<file path="src/rtl/inst_loader.sv">
// inst_loader: framed byte stream to instruction RAM write port.
// Optional trailer checksum: define INST_LOADER_CHECKSUM_EN.
module inst_loader #(
  parameter int DEPTH = 256
) (
  input  logic        Clk,
  input  logic        Rst_n,
  input  logic        Start,
  input  logic        InValid,
  input  logic [7:0]  InByte,
  output logic        InReady,
  output logic        WrEn,
  output logic [31:0] WrAddr,
  output logic [31:0] WrData,
  output logic        Busy,
  output logic        Done,
  output logic        Err,
  output logic [15:0] WordCount
);

  localparam int AW = (DEPTH > 1) ? $clog2(DEPTH) : 1;

  typedef enum logic [2:0] {
    IDLE,
    HDR_HI,
    HDR_LO,
    DATA,
`ifdef INST_LOADER_CHECKSUM_EN
    CHK,
`endif
    DONE,
    ERR
  } state_t;

  state_t        state;
  state_t        nxt;
  logic [7:0]    hi;
  logic [15:0]   n;
  logic [1:0]    lane;
  logic [23:0]   shift;
  logic [AW-1:0] idx;
  logic          load;
  logic          acc;
  logic          last;
  logic          hdr_bad;
  logic [15:0]   hdr_n;
`ifdef INST_LOADER_CHECKSUM_EN
  logic [7:0]    csum;
`endif

  always_ff @(posedge Clk or negedge Rst_n) begin
    if (!Rst_n) state <= IDLE;
    else        state <= nxt;
  end

  assign acc     = InValid && Busy;
  assign InReady = Busy;
  assign hdr_n   = {hi, InByte};
  assign hdr_bad = (hdr_n == 16'd0) ||
                   ({1'b0, hdr_n} > 17'(DEPTH));
  assign last    = (WordCount + 16'd1) == n;

  always_comb begin
    nxt  = state;
    load = 1'b0;
    Busy = 1'b0;
    Done = 1'b0;
    Err  = 1'b0;
    case (state)
      IDLE: begin
        if (Start) begin
          nxt  = HDR_HI;
          load = 1'b1;
        end
      end
      HDR_HI: begin
        Busy = 1'b1;
        if (acc) nxt = HDR_LO;
      end
      HDR_LO: begin
        Busy = 1'b1;
        if (acc) nxt = hdr_bad ? ERR : DATA;
      end
      DATA: begin
        Busy = 1'b1;
        if (acc && lane == 2'd3 && last) begin
`ifdef INST_LOADER_CHECKSUM_EN
          nxt = CHK;
`else
          nxt = DONE;
`endif
        end
      end
`ifdef INST_LOADER_CHECKSUM_EN
      CHK: begin
        Busy = 1'b1;
        if (acc) nxt = (csum == InByte) ? DONE : ERR;
      end
`endif
      DONE: begin
        Done = 1'b1;
        if (Start) begin
          nxt  = HDR_HI;
          load = 1'b1;
        end
      end
      ERR: begin
        Err = 1'b1;
        if (Start) begin
          nxt  = HDR_HI;
          load = 1'b1;
        end
      end
      default: nxt = IDLE;
    endcase
  end

  // Word assembly: earlier bytes shift toward [31:24].
  always_ff @(posedge Clk or negedge Rst_n) begin
    if (!Rst_n) begin
      hi        <= '0;
      n         <= '0;
      lane      <= '0;
      shift     <= '0;
      idx       <= '0;
      WrEn      <= 1'b0;
      WrAddr    <= '0;
      WrData    <= '0;
      WordCount <= '0;
    end else begin
      WrEn <= 1'b0;
      if (load) begin
        lane      <= '0;
        idx       <= '0;
        WordCount <= '0;
      end
      if (acc) begin
        case (state)
          HDR_HI: hi <= InByte;
          HDR_LO: n  <= hdr_n;
          DATA: begin
            lane  <= lane + 2'd1;
            shift <= {shift[15:0], InByte};
            if (lane == 2'd3) begin
              WrEn      <= 1'b1;
              WrData    <= {shift, InByte};
              WrAddr    <= 32'({idx, 2'b00});
              idx       <= idx + AW'(1);
              WordCount <= WordCount + 16'd1;
            end
          end
          default: ;
        endcase
      end
    end
  end

`ifdef INST_LOADER_CHECKSUM_EN
  always_ff @(posedge Clk or negedge Rst_n) begin
    if (!Rst_n)                       csum <= '0;
    else if (load)                    csum <= '0;
    else if (acc && state == DATA)    csum <= csum ^ InByte;
  end
`endif

endmodule

</file>
<file path="config.mk">
export PLATFORM = sky130hd
export DESIGN_NAME = inst_loader
export DESIGN_NICKNAME = d
export VERILOG_FILES = /design/src/rtl/inst_loader.sv
export SDC_FILE = /design/constraint.sdc
export NUM_CORES = 1
export LEC_CHECK = 0
export CORE_MARGIN = 1
export CORE_UTILIZATION = 57
export CTS_CLUSTER_DIAMETER = 80
export DETAILED_ROUTE_END_ITERATION = 10
export GPL_TIMING_DRIVEN = 0
export PLACE_DENSITY = 0.86
export REMOVE_ABC_BUFFERS = 1
export SETUP_SLACK_MARGIN = 0.3
export SLEW_MARGIN = 0
export SYNTH_ARGS = -nofsm -noshare
export SYNTH_HDL_FRONTEND = slang
export SYNTH_SLANG_ARGS = --single-unit
</file>
<file path="constraint.sdc">
create_clock -name Clk -period 5.7 [get_ports Clk]
set_input_delay 1.14 -clock Clk [delete_from_list [all_inputs] [get_ports Clk]]
set_output_delay 1.14 -clock Clk [all_outputs]
set_load 0.05 [all_outputs]
</file>
==> results.tsv, run 1 <==
stage	metric	value	unit
status	status	complete, no violations	
clocking	hold buffer count at cts	0	
power	Pwr Total	3.15	mW
power	Peak VDD IR	0.000243	V
grt	total grt overflow	0	
synth	async set or reset register ratio after synthesis	100	%
sta	final worst slack	0.904	ns
synth	Gate Count Post-Synth	612	
detailed_routing	DRT Wirelength	12.9	mm
clocking	worst skew pair latency	0.53	ns
worst_setup_path	Critical Path Sink Type	flop	
grt	GR Util All Layers	27.0	%
sta	Clock Skews	0.00610	ns
detailed_routing	Starting DRT DRC Count	354	
final_layout	most common cell after layout, fill and taps aside	nand2_1	
clocking	# clock sinks	118	
sta	Slew @ Worst Pin	1.12	ns
min_path	Hold Crit Depth	2	
worst_setup_path	CP arrival	5.23	ns
synth	Seq/Total Area, Yosys	51.7	%
sta	Hold Fails Final Rpt	0	
synth	synthesized-area fraction occupied by adder cells	0.657	%
worst_setup_path	CP max FO	63	
detailed_routing	Detailed Routing Iterations Pass 1	6	
detailed_routing	WL/cell	15.8	um
placement	Final HPWL DP	8.02	mm
job	max-cap viol count	0	
clocking	Num CTS Buffers	17	
sta	Finish-stage setup viols	0	
sta	max_slew headroom	24.9	%
die	I/O pins	97	
worst_setup_path	worst path required time	6.13	ns
sta	Final period util	84.1	%
placement	IO Port Bufs	72	
die	row cnt	36	
sta	Final Slew Violations	0	
synth	Synthesis Warnings	0	
grt	vias in the first global route	4290	
synth	Yosys top cell area share	51.7	%
synth	Post-Synth XOR/XNOR Area	3.81	%
sta	Final min period	4.80	ns
worst_setup_path	critical path class	in -> reg	
detailed_routing	Final ANT Viol Nets	0	
final_layout	Net count, final	683	
grt	initial antenna violation count	0	
final_layout	n_diodes	0	
synth	simple-gate share of the synthesized area	25.0	%
detailed_routing	DRC	0	
min_path	Tightest Hold Check Type	reg -> reg	
die	Die Wd	102	um
final_layout	share of cells above drive strength 1	9.40	%
clocking	Clock Tree Buf Depth	2	
synth	leading post-synthesis cells by cell area	dfrtp_1, nand2_1, buf_4	
die	Initial Util	58.7	%
die	DIE HEIGHT	102	um
grt	first-pass GRT wire length	21.1	mm
grt	largest net degree at the start of global routing	71	
synth	largest family of logic cells by synthesized area	simple AND/OR/NAND/NOR gates	
synth	compound-cell area share of the yosys netlist	7.10	%
final_layout	commonest cells after routing, fill and taps aside	nand2_1, dfrtp_1, clkdlybuf4s50_1	
worst_setup_path	critical path launch point type	primary input	
power	power density cells	456	nW/um^2
sta	RSZ-0062 raised after global routing	false	
synth	synth unique cells	62	
synth	Syn Area/Cell	9.33	um^2
clocking	total number of H-tree levels	4	
worst_setup_path	FF-to-FF path depth	6	
placement	worst slack, placed	-0.0244	ns
placement	GP Congestion	0.844	
synth	mux contribution to synthesized area	4.88	%
final_layout	Synth-to-Final Area Change	20.8	%
synth	Synth area leader	dfrtp_1	
synth	Mapped Area	5710	um^2
sta	highest clock rate	0.209	GHz
synth	#FFs+latches synth	118	
power	Leakage	3.30	nW
detailed_routing	routed via count	4548	
clocking	CTS tree	built	
synth	EDFF count, synth	0	
die	core area	9730	um^2
sta	worst hold slack	0.471	ns
detailed_routing	Via density	5.59	
clocking	CTS root buf	clkbuf_8	
synth	prevailing post-synth register cell	dfrtp_1	
clocking	Worst-path clk slew	0.06	ns
die	DIE AREA	10400	um^2
worst_setup_path	r2r setup slk	1.42	ns
## worst max-delay path, cell delays in order
cell and delay (ns):
clkdlybuf4s50_1 0.53, and4b_1 0.58, nand2_4 0.70, clkinv_2 0.82, nor2_1 1.02, o21ai_0 0.25, o31ai_1 0.11
## metal layers
metal | up-vias | track usage (%) | share of wire, %
met5 | - | 0 | 0
met2 | 187 | 42.6 | 50
met4 | 0 | 11.9 | 3.0
met3 | 37 | 7.59 | 6.4
li1 | 2102 | - | -
met1 | 2222 | 35.0 | 41
## kinds of logic (layout without fill, tap and decap cells)
family          count (synthesis)  after routing
other cells                     1             24
flops                         118            118
mux                            25             25
xor+xnor                       24             24
simple gates                  308            308
fa+ha+maj                       3              3
compound gates                 67             67
buf+inv                        66            112
## per-stage QoR
stage	instances	util (%)	cell area [um^2]	TNS, ns
after floorplan	576	-	5440	0
after global placement	781	65.0	6320	-98.57
after detailed placement	782	65.3	6350	-0.0321
after CTS	814	70.9	6890	0
after global routing	814	70.9	6900	0
final	814	70.9	6900	0
## report_power, final
group / internal (mW) / switching (mW) / total, mW
clock: 0.578 / 0.401 / 0.979
combinational: 0.353 / 0.571 / 0.924
sequential: 1.05 / 0.193 / 1.25
total: 1.98 / 1.17 / 3.15
## Yosys cell counts, drive strengths merged, types with 2 or more instances
cell      n
nand2   220
dfrtp   118
buf      43
o21ai    31
mux2     23
nor2     21
clkbuf   16
nand3    16
xnor2    13
a21oi    12
xor2     11
nor4     10
nand4     8
o31ai     8
inv       7
nor3      6
and2      4
and3      4
nand2b    4
and4      3
ha        3
o211ai    3
a22oi     2
a31oi     2
mux2i     2
nand3b    2
nand4b    2
nor3b     2
or4       2
## worst paths after layout
check                                from             to
worst max-delay path              InValid  WordCount[10]
worst min-delay path            shift[16]     WrData[24]
worst max register to register   state[2]  WordCount[10]
worst min register to register  shift[16]     WrData[24]
max in group asynchronous           Rst_n  WordCount[14]
min in group asynchronous           Rst_n      WrData[8]
## registers in the layout (all words and copies together) (netlist names)
register,flops
state,3
WrAddr,8
hi,8
WrData,32
WordCount,16
shift,24
WrEn,1
lane,2
idx,8
n,16
## what timing repair did
item | in CTS | in global routing
endpoints found under the setup margin | 0 | 15
hold endpoints to repair | 0 | 0
resized for setup | 0 | 2
buffers inserted | 0 | 0
## area by class of cell
cell class                 count  area [um^2]
clock buffer                  17          414
clock inverter                15          131
fill                         721         2830
inverter                       7         27.5
multi-input combinational    451         2460
sequential                   118         2950
tap                          133          166
timing repair buffer          73          746
No activity file was read; power rests on OpenSTA's default activity.
==> run 2, diff against run 1 <==
CORE_UTILIZATION = 53   (was 57)
PLACE_DENSITY = 0.81   (was 0.86)
clock period = 4.65 ns   (was 5.7 ns; I/O delays follow)
==> run 2 against run 1 <==
Against the previous run: clock-buffer cell count rose by 2; utilization shrank 4.2 points; setup slack got worse by 0.14 ns; critical endpoint is now WordCount[11].
==> results.tsv, run 2 (same netlist as run 1, synthesis figures left out) <==
stage	metric	value	unit	change
detailed_routing	routed via count	4440		was 4548
detailed_routing	Starting DRT DRC Count	320		was 354
die	DIE AREA	11200	um^2	was 10400 um^2
detailed_routing	DRC	0		unchanged
grt	initial antenna violation count	0		unchanged
final_layout	share of cells above drive strength 1	9.40	%	unchanged
sta	highest clock rate	0.258	GHz	
detailed_routing	WL/cell	15.0	um	was 15.8 um
worst_setup_path	r2r setup slk	1.14	ns	was 1.42 ns
clocking	Clock Tree Buf Depth	2		unchanged
grt	GR Util All Layers	23.4	%	was 27.0%
placement	Final HPWL DP	7.97	mm	was 8.02 mm
power	Leakage	3.30	nW	about the same
worst_setup_path	CP Launch Point	InValid		unchanged
die	DIE HEIGHT	106	um	was 102 um
worst_setup_path	CP max FO	63		unchanged
status	status	complete, no violations		unchanged
sta	Final min period	3.88	ns	
power	Reg power frac	39.4	%	was 39.6%
worst_setup_path	critical path class	in -> reg		unchanged
clocking	CTS tree	built		unchanged
placement	worst slack, placed	-0.942	ns	was -0.0244 ns
grt	first-pass GRT wire length	20.7	mm	was 21.1 mm
power	Internal	2.45	mW	was 1.98 mW
min_path	Tightest Hold Check Type	in -> async		was reg -> reg
worst_setup_path	Critical Path Sink Type	flop		unchanged
power	power density cells	557	nW/um^2	was 456 nW/um^2
clocking	Num CTS Buffers	17		unchanged
worst_setup_path	reg2reg start	state[2]		unchanged
sta	Finish-stage setup viols	0		unchanged
clocking	hold buffer count at cts	0		unchanged
grt	total grt overflow	0		unchanged
sta	Final Slew Violations	0		unchanged
sta	Hold Fails Final Rpt	0		unchanged
final_layout	commonest cells after routing, fill and taps aside	nand2_1, dfrtp_1, clkdlybuf4s50_1		unchanged
worst_setup_path	FF-to-FF path depth	6		unchanged
power	combinational power share	29.1	%	was 29.3%
clocking	worst skew pair latency	0.51	ns	was 0.53 ns
detailed_routing	Final ANT Viol Nets	0		unchanged
worst_setup_path	critical path launch point type	primary input		unchanged
placement	IO Port Bufs	72		unchanged
sta	Slew @ Worst Pin	1.14	ns	was 1.12 ns
sta	final worst slack	0.767	ns	was 0.904 ns
clocking	Worst-path clk slew	0.06	ns	about the same
clocking	# clock sinks	118		unchanged
sta	max_slew headroom	23.9	%	was 24.9%
power	Peak VDD IR	0.000290	V	was 0.000243 V
final_layout	n_diodes	0		unchanged
power	P_sw	1.40	mW	was 1.17 mW
clocking	CTS root buf	clkbuf_8		unchanged
grt	largest net degree at the start of global routing	83		was 71
die	Initial Util	55.1	%	was 58.7%
final_layout	Final Core Density	66.7	%	was 70.9%
power	Clock Power Share	31.5	%	was 31.1%
worst_setup_path	CP arrival	4.30	ns	was 5.23 ns
power	Switching Fraction	36.4	%	was 37.0%
final_layout	Net count, final	683		unchanged
die	I/O pins	97		unchanged
worst_setup_path	Worst R2R End	WordCount[11]		was WordCount[10]
clocking	postcts setup bufs	0		unchanged
die	Die Wd	106	um	was 102 um
detailed_routing	Detailed Routing Iterations Pass 1	5		was 6
die	core area	10400	um^2	was 9730 um^2
worst_setup_path	worst path required time	5.07	ns	was 6.13 ns
die	row cnt	37		was 36
final_layout	Synth-to-Final Area Change	21.1	%	was 20.8%
sta	Clock Skews	0.00803	ns	was 0.00610 ns
final_layout	most common cell after layout, fill and taps aside	nand2_1		unchanged
job	max-cap viol count	0		unchanged
final_layout	Largest register FFs	32		unchanged
detailed_routing	DRT Wirelength	12.3	mm	was 12.9 mm
sta	Final period util	83.5	%	
sta	RSZ-0062 raised after global routing	false		unchanged
final_layout	Top reg by flops	WrData		unchanged
final_layout	Top Registers	WrData (32), shift (24)		unchanged
clocking	total number of H-tree levels	4		unchanged
detailed_routing	Via density	5.43		was 5.59
placement	GP Congestion	0.842		was 0.844
grt	vias in the first global route	4168		was 4290
run 2: per-stage QoR:
| stage | instances | area, um^2 | power, mW | setup TNS [ns] | hold WS [ns] |
|---|---|---|---|---|---|
| global placement | 784 | 6330 | 2.59 | -219.02 | 0.452 |
| detailed placement | 785 | 6360 | 2.65 | -22.18 | 0.455 |
| CTS | 817 | 6920 | 3.87 | 0 | 0.312 |
| finish | 817 | 6920 | 3.86 | 0 | 0.309 |
| floorplan | 576 | 5440 | 2.29 | 0 | 0.439 |
| global route | 817 | 6920 | 4.05 | 0 | 0.324 |
run 2: timing repair:
action	in CTS	in global routing
hold endpoints to repair	0	0
endpoints found under the setup margin	21	15
gates resized for setup	2	1
run 2: how the worst max path moves through the flow:
stage / endpoint / cells after the start
6_report: WordCount[11] / 7
5_1_grt: WordCount[11] / 7
4_1_cts: WordCount[11] / 7
3_5_place_dp: WordCount[11] / 7
3_3_place_gp: WordCount[12] / 1
2_1_floorplan: idx[7] / 7
run 2: critical path, stage by stage:
cell	delay [ns]
clkdlybuf4s50_1	0.54
and4b_2	0.46
nand2_4	0.60
inv_4	0.41
nor2_1	0.87
o21ai_0	0.24
o21ai_0	0.15
run 2: routing by layer:
metal	wire length, um	vias up	track usage (%)	share of wire (%)
met5	0	-	0	0
met1	5440	2187	32.4	44
li1	-	2099	-	-
met2	6030	131	36.9	49
met4	254	0	8.63	2.1
met3	561	23	4.39	4.6
run 2: layout make-up:
type / instances / area [um^2]
flip-flops and latches: 118 / 2950
fillers: 803 / 3450
inverters: 7 / 28.8
clock inverters: 13 / 123
repair buffers: 73 / 749
well taps: 136 / 170
clock buffers: 19 / 432
multi-input cells: 451 / 2460
run 2: power by group through the flow:
stage          sequential [mW]  combinational, mW  clock [mW]
2_1_floorplan             1.64              0.653           0
3_3_place_gp              1.52               1.07           0
3_5_place_dp              1.53               1.12           0
4_1_cts                   1.52               1.13        1.23
5_1_grt                   1.55               1.22        1.28
6_report                  1.52               1.12        1.22
==> run 3, diff against run 2 <==
CORE_UTILIZATION = 48   (was 53)
PLACE_DENSITY = 0.77   (was 0.81)
clock period = 3.56 ns   (was 4.65 ns; I/O delays follow)
==> run 3 against run 2 <==
Against the previous run: the run now ends with design-rule violations left; non-clock buffer count unchanged; total power rose by 36%; critical path depth decreased by 1; sequential cell count unchanged; wire length up 5.8%; first-iteration DRC count rose by 22%; register-to-register slack lost 0.39 ns; combinational power grew 33%; clock power grew 44%; setup slack lost 0.28 ns; utilization shrank 5.9 points.
==> results.tsv, run 3 (same netlist as run 1, synthesis figures left out) <==
stage	metric	value	unit	change
grt	vias in the first global route	4450		was 4168
sta	Hold Fails Final Rpt	0		unchanged
clocking	Num CTS Buffers	17		unchanged
sta	max_slew headroom	21.0	%	was 23.9%
grt	largest net degree at the start of global routing	86		was 83
final_layout	sequential cell area	2950	um^2	unchanged
die	row cnt	39		was 37
worst_setup_path	critical path class	in -> reg		unchanged
clocking	# clock sinks	118		unchanged
clocking	hold buffer count at cts	0		unchanged
grt	initial antenna violation count	0		unchanged
detailed_routing	Detailed Routing Iterations Pass 1	9		was 5
final_layout	Multi-input gate area	2480	um^2	was 2460 um^2
grt	GR Util All Layers	22.3	%	was 23.4%
final_layout	share of cells above drive strength 1	9.41	%	was 9.40%
final_layout	n_diodes	0		unchanged
die	core area	11500	um^2	was 10400 um^2
detailed_routing	Starting DRT DRC Count	391		was 320
detailed_routing	Final ANT Viol Nets	0		unchanged
clocking	Worst-path clk slew	0.06	ns	about the same
sta	highest clock rate	0.325	GHz	
final_layout	Top reg by flops	WrData		unchanged
placement	GP Congestion	0.842		about the same
detailed_routing	DRC	14		was 0
grt	first-pass GRT wire length	21.8	mm	was 20.7 mm
worst_setup_path	Worst R2R End	idx[7]		was WordCount[11]
sta	worst hold slack	0.185	ns	was 0.309 ns
clocking	worst skew pair latency	0.41	ns	was 0.51 ns
die	Die Wd	111	um	was 106 um
final_layout	Non-Filler Cell Area, Final	7010	um^2	was 6920 um^2
worst_setup_path	reg2reg start	state[2]		unchanged
clocking	CTS root buf	clkbuf_16		was clkbuf_8
detailed_routing	Via density	5.42		was 5.43
worst_setup_path	critical path launch point type	primary input		unchanged
final_layout	Post-Layout Cell Count	823		was 817
die	DIE AREA	12300	um^2	was 11200 um^2
power	Leakage	3.32	nW	was 3.30 nW
final_layout	Synth-to-Final Area Change	22.7	%	was 21.1%
worst_setup_path	CP arrival	3.36	ns	was 4.30 ns
final_layout	Filler cells	924		was 803
final_layout	commonest cells after routing, fill and taps aside	nand2_1, dfrtp_1, clkdlybuf4s50_1		unchanged
status	status	finished, violations left		was complete, no violations
detailed_routing	routed via count	4458		was 4440
sta	Clock Skews	0.00722	ns	was 0.00803 ns
placement	placed instance area	6360	um^2	about the same
worst_setup_path	CP Launch Point	InValid		unchanged
worst_setup_path	Critical Path Sink Type	flop		unchanged
clocking	total number of H-tree levels	4		unchanged
die	Initial Util	49.6	%	was 55.1%
detailed_routing	WL/cell	15.8	um	was 15.0 um
die	I/O pins	97		unchanged
power	Peak VDD IR	0.000365	V	was 0.000290 V
sta	Finish-stage setup viols	0		unchanged
detailed_routing	DRT Wirelength	13.0	mm	was 12.3 mm
sta	Final min period	3.07	ns	
clocking	Clock Tree Buf Depth	2		unchanged
sta	RSZ-0062 raised after global routing	false		unchanged
placement	Placed Cells	792		was 785
worst_setup_path	FF-to-FF path depth	7		was 6
clocking	CTS tree	built		unchanged
worst_setup_path	CP max FO	17		was 63
sta	Final Slew Violations	0		unchanged
die	DIE HEIGHT	111	um	was 106 um
job	max-cap viol count	0		unchanged
worst_setup_path	worst path required time	3.85	ns	was 5.07 ns
min_path	Tightest Hold Check Type	in -> async		unchanged
sta	Final period util	86.3	%	
final_layout	Net count, final	683		unchanged
placement	Final HPWL DP	8.22	mm	was 7.97 mm
sta	Slew @ Worst Pin	1.18	ns	was 1.14 ns
worst_setup_path	Setup crit end	n[5]		was WordCount[11]
final_layout	Top Registers	WrData (32), shift (24)		unchanged
power	power density cells	749	nW/um^2	was 557 nW/um^2
worst_setup_path	r2r setup slk	0.75	ns	was 1.14 ns
final_layout	most common cell after layout, fill and taps aside	nand2_1		unchanged
status	violated checks	design-rule violations		
grt	total grt overflow	0		unchanged
placement	IO Port Bufs	72		unchanged
final_layout	Largest register FFs	32		unchanged
-- run 3: cell count changes in the layout (fill, tap and decap cells not counted), sizes merged --
cell / previous run / this run
bufinv: 1 / 3
clkbuf: 19 / 21
clkinv: 4 / 5
clkinvlp: 4 / 1
inv: 11 / 8
-- run 3: final cells by class --
cell class / count / area share, %
flip-flops and latches: 118 / 42.1
multi-input cells: 451 / 35.3
repair buffers: 73 / 10.7
clock buffers: 21 / 6.71
well taps: 143 / 2.55
clock inverters: 10 / 2.09
inverters: 7 / 0.482
-- run 3: worst min-delay path by stage --
stage | end | slack [ns] | depth (start not counted)
finish | WrData[22] | 0.19 | 1
global route | WrData[22] | 0.20 | 1
CTS | WrData[22] | 0.19 | 1
detailed placement | WrData[29] | 0.46 | 2
global placement | WrData[30] | 0.45 | 2
floorplan | WordCount[0] | 0.42 | 0
-- run 3: metrics by stage --
| step | total power, mW | worst slack, ns | utilization [%] | TNS [ns] |
|---|---|---|---|---|
| floorplan | 2.99 | 0.199 | - | 0 |
| global placement | 3.38 | -2.57 | 55.0 | -373.22 |
| detailed placement | 3.46 | -1.71 | 55.3 | -73.54 |
| CTS | 5.27 | 0.366 | 60.8 | 0 |
| global route | 5.50 | 0.329 | 60.9 | 0 |
| finish | 5.25 | 0.487 | 60.9 | 0 |
-- run 3: power by group --
| group | switching, mW | internal [mW] |
|---|---|---|
| Clock | 0.607 | 1.16 |
| Sequential | 0.307 | 1.69 |
| Combinational | 0.921 | 0.570 |
| Total | 1.84 | 3.41 |
-- run 3: critical path, stage by stage --
cell,delay [ns]
clkdlybuf4s50_1,0.60
and4bb_1,0.53
nor2_1,0.11
o21ai_1,0.19
nor3b_4,0.79
mux2_2,0.42
-- run 3: metal layers --
layer / share of wire, % / up-vias / global-route usage (%)
li1: - / 2103 / -
met1: 42 / 2175 / 28.0
met2: 51 / 154 / 37.7
met3: 4.7 / 26 / 3.99
met4: 2.3 / 0 / 9.82
met5: 0 / - / 0
-- run 3: timing repair --
item / CTS / global route
setup endpoints to repair: 65 / 5
hold endpoints to repair: 0 / 0
gates resized for setup: 7 / 1
gates cloned: 0 / 0
setup buffers: 0 / 0
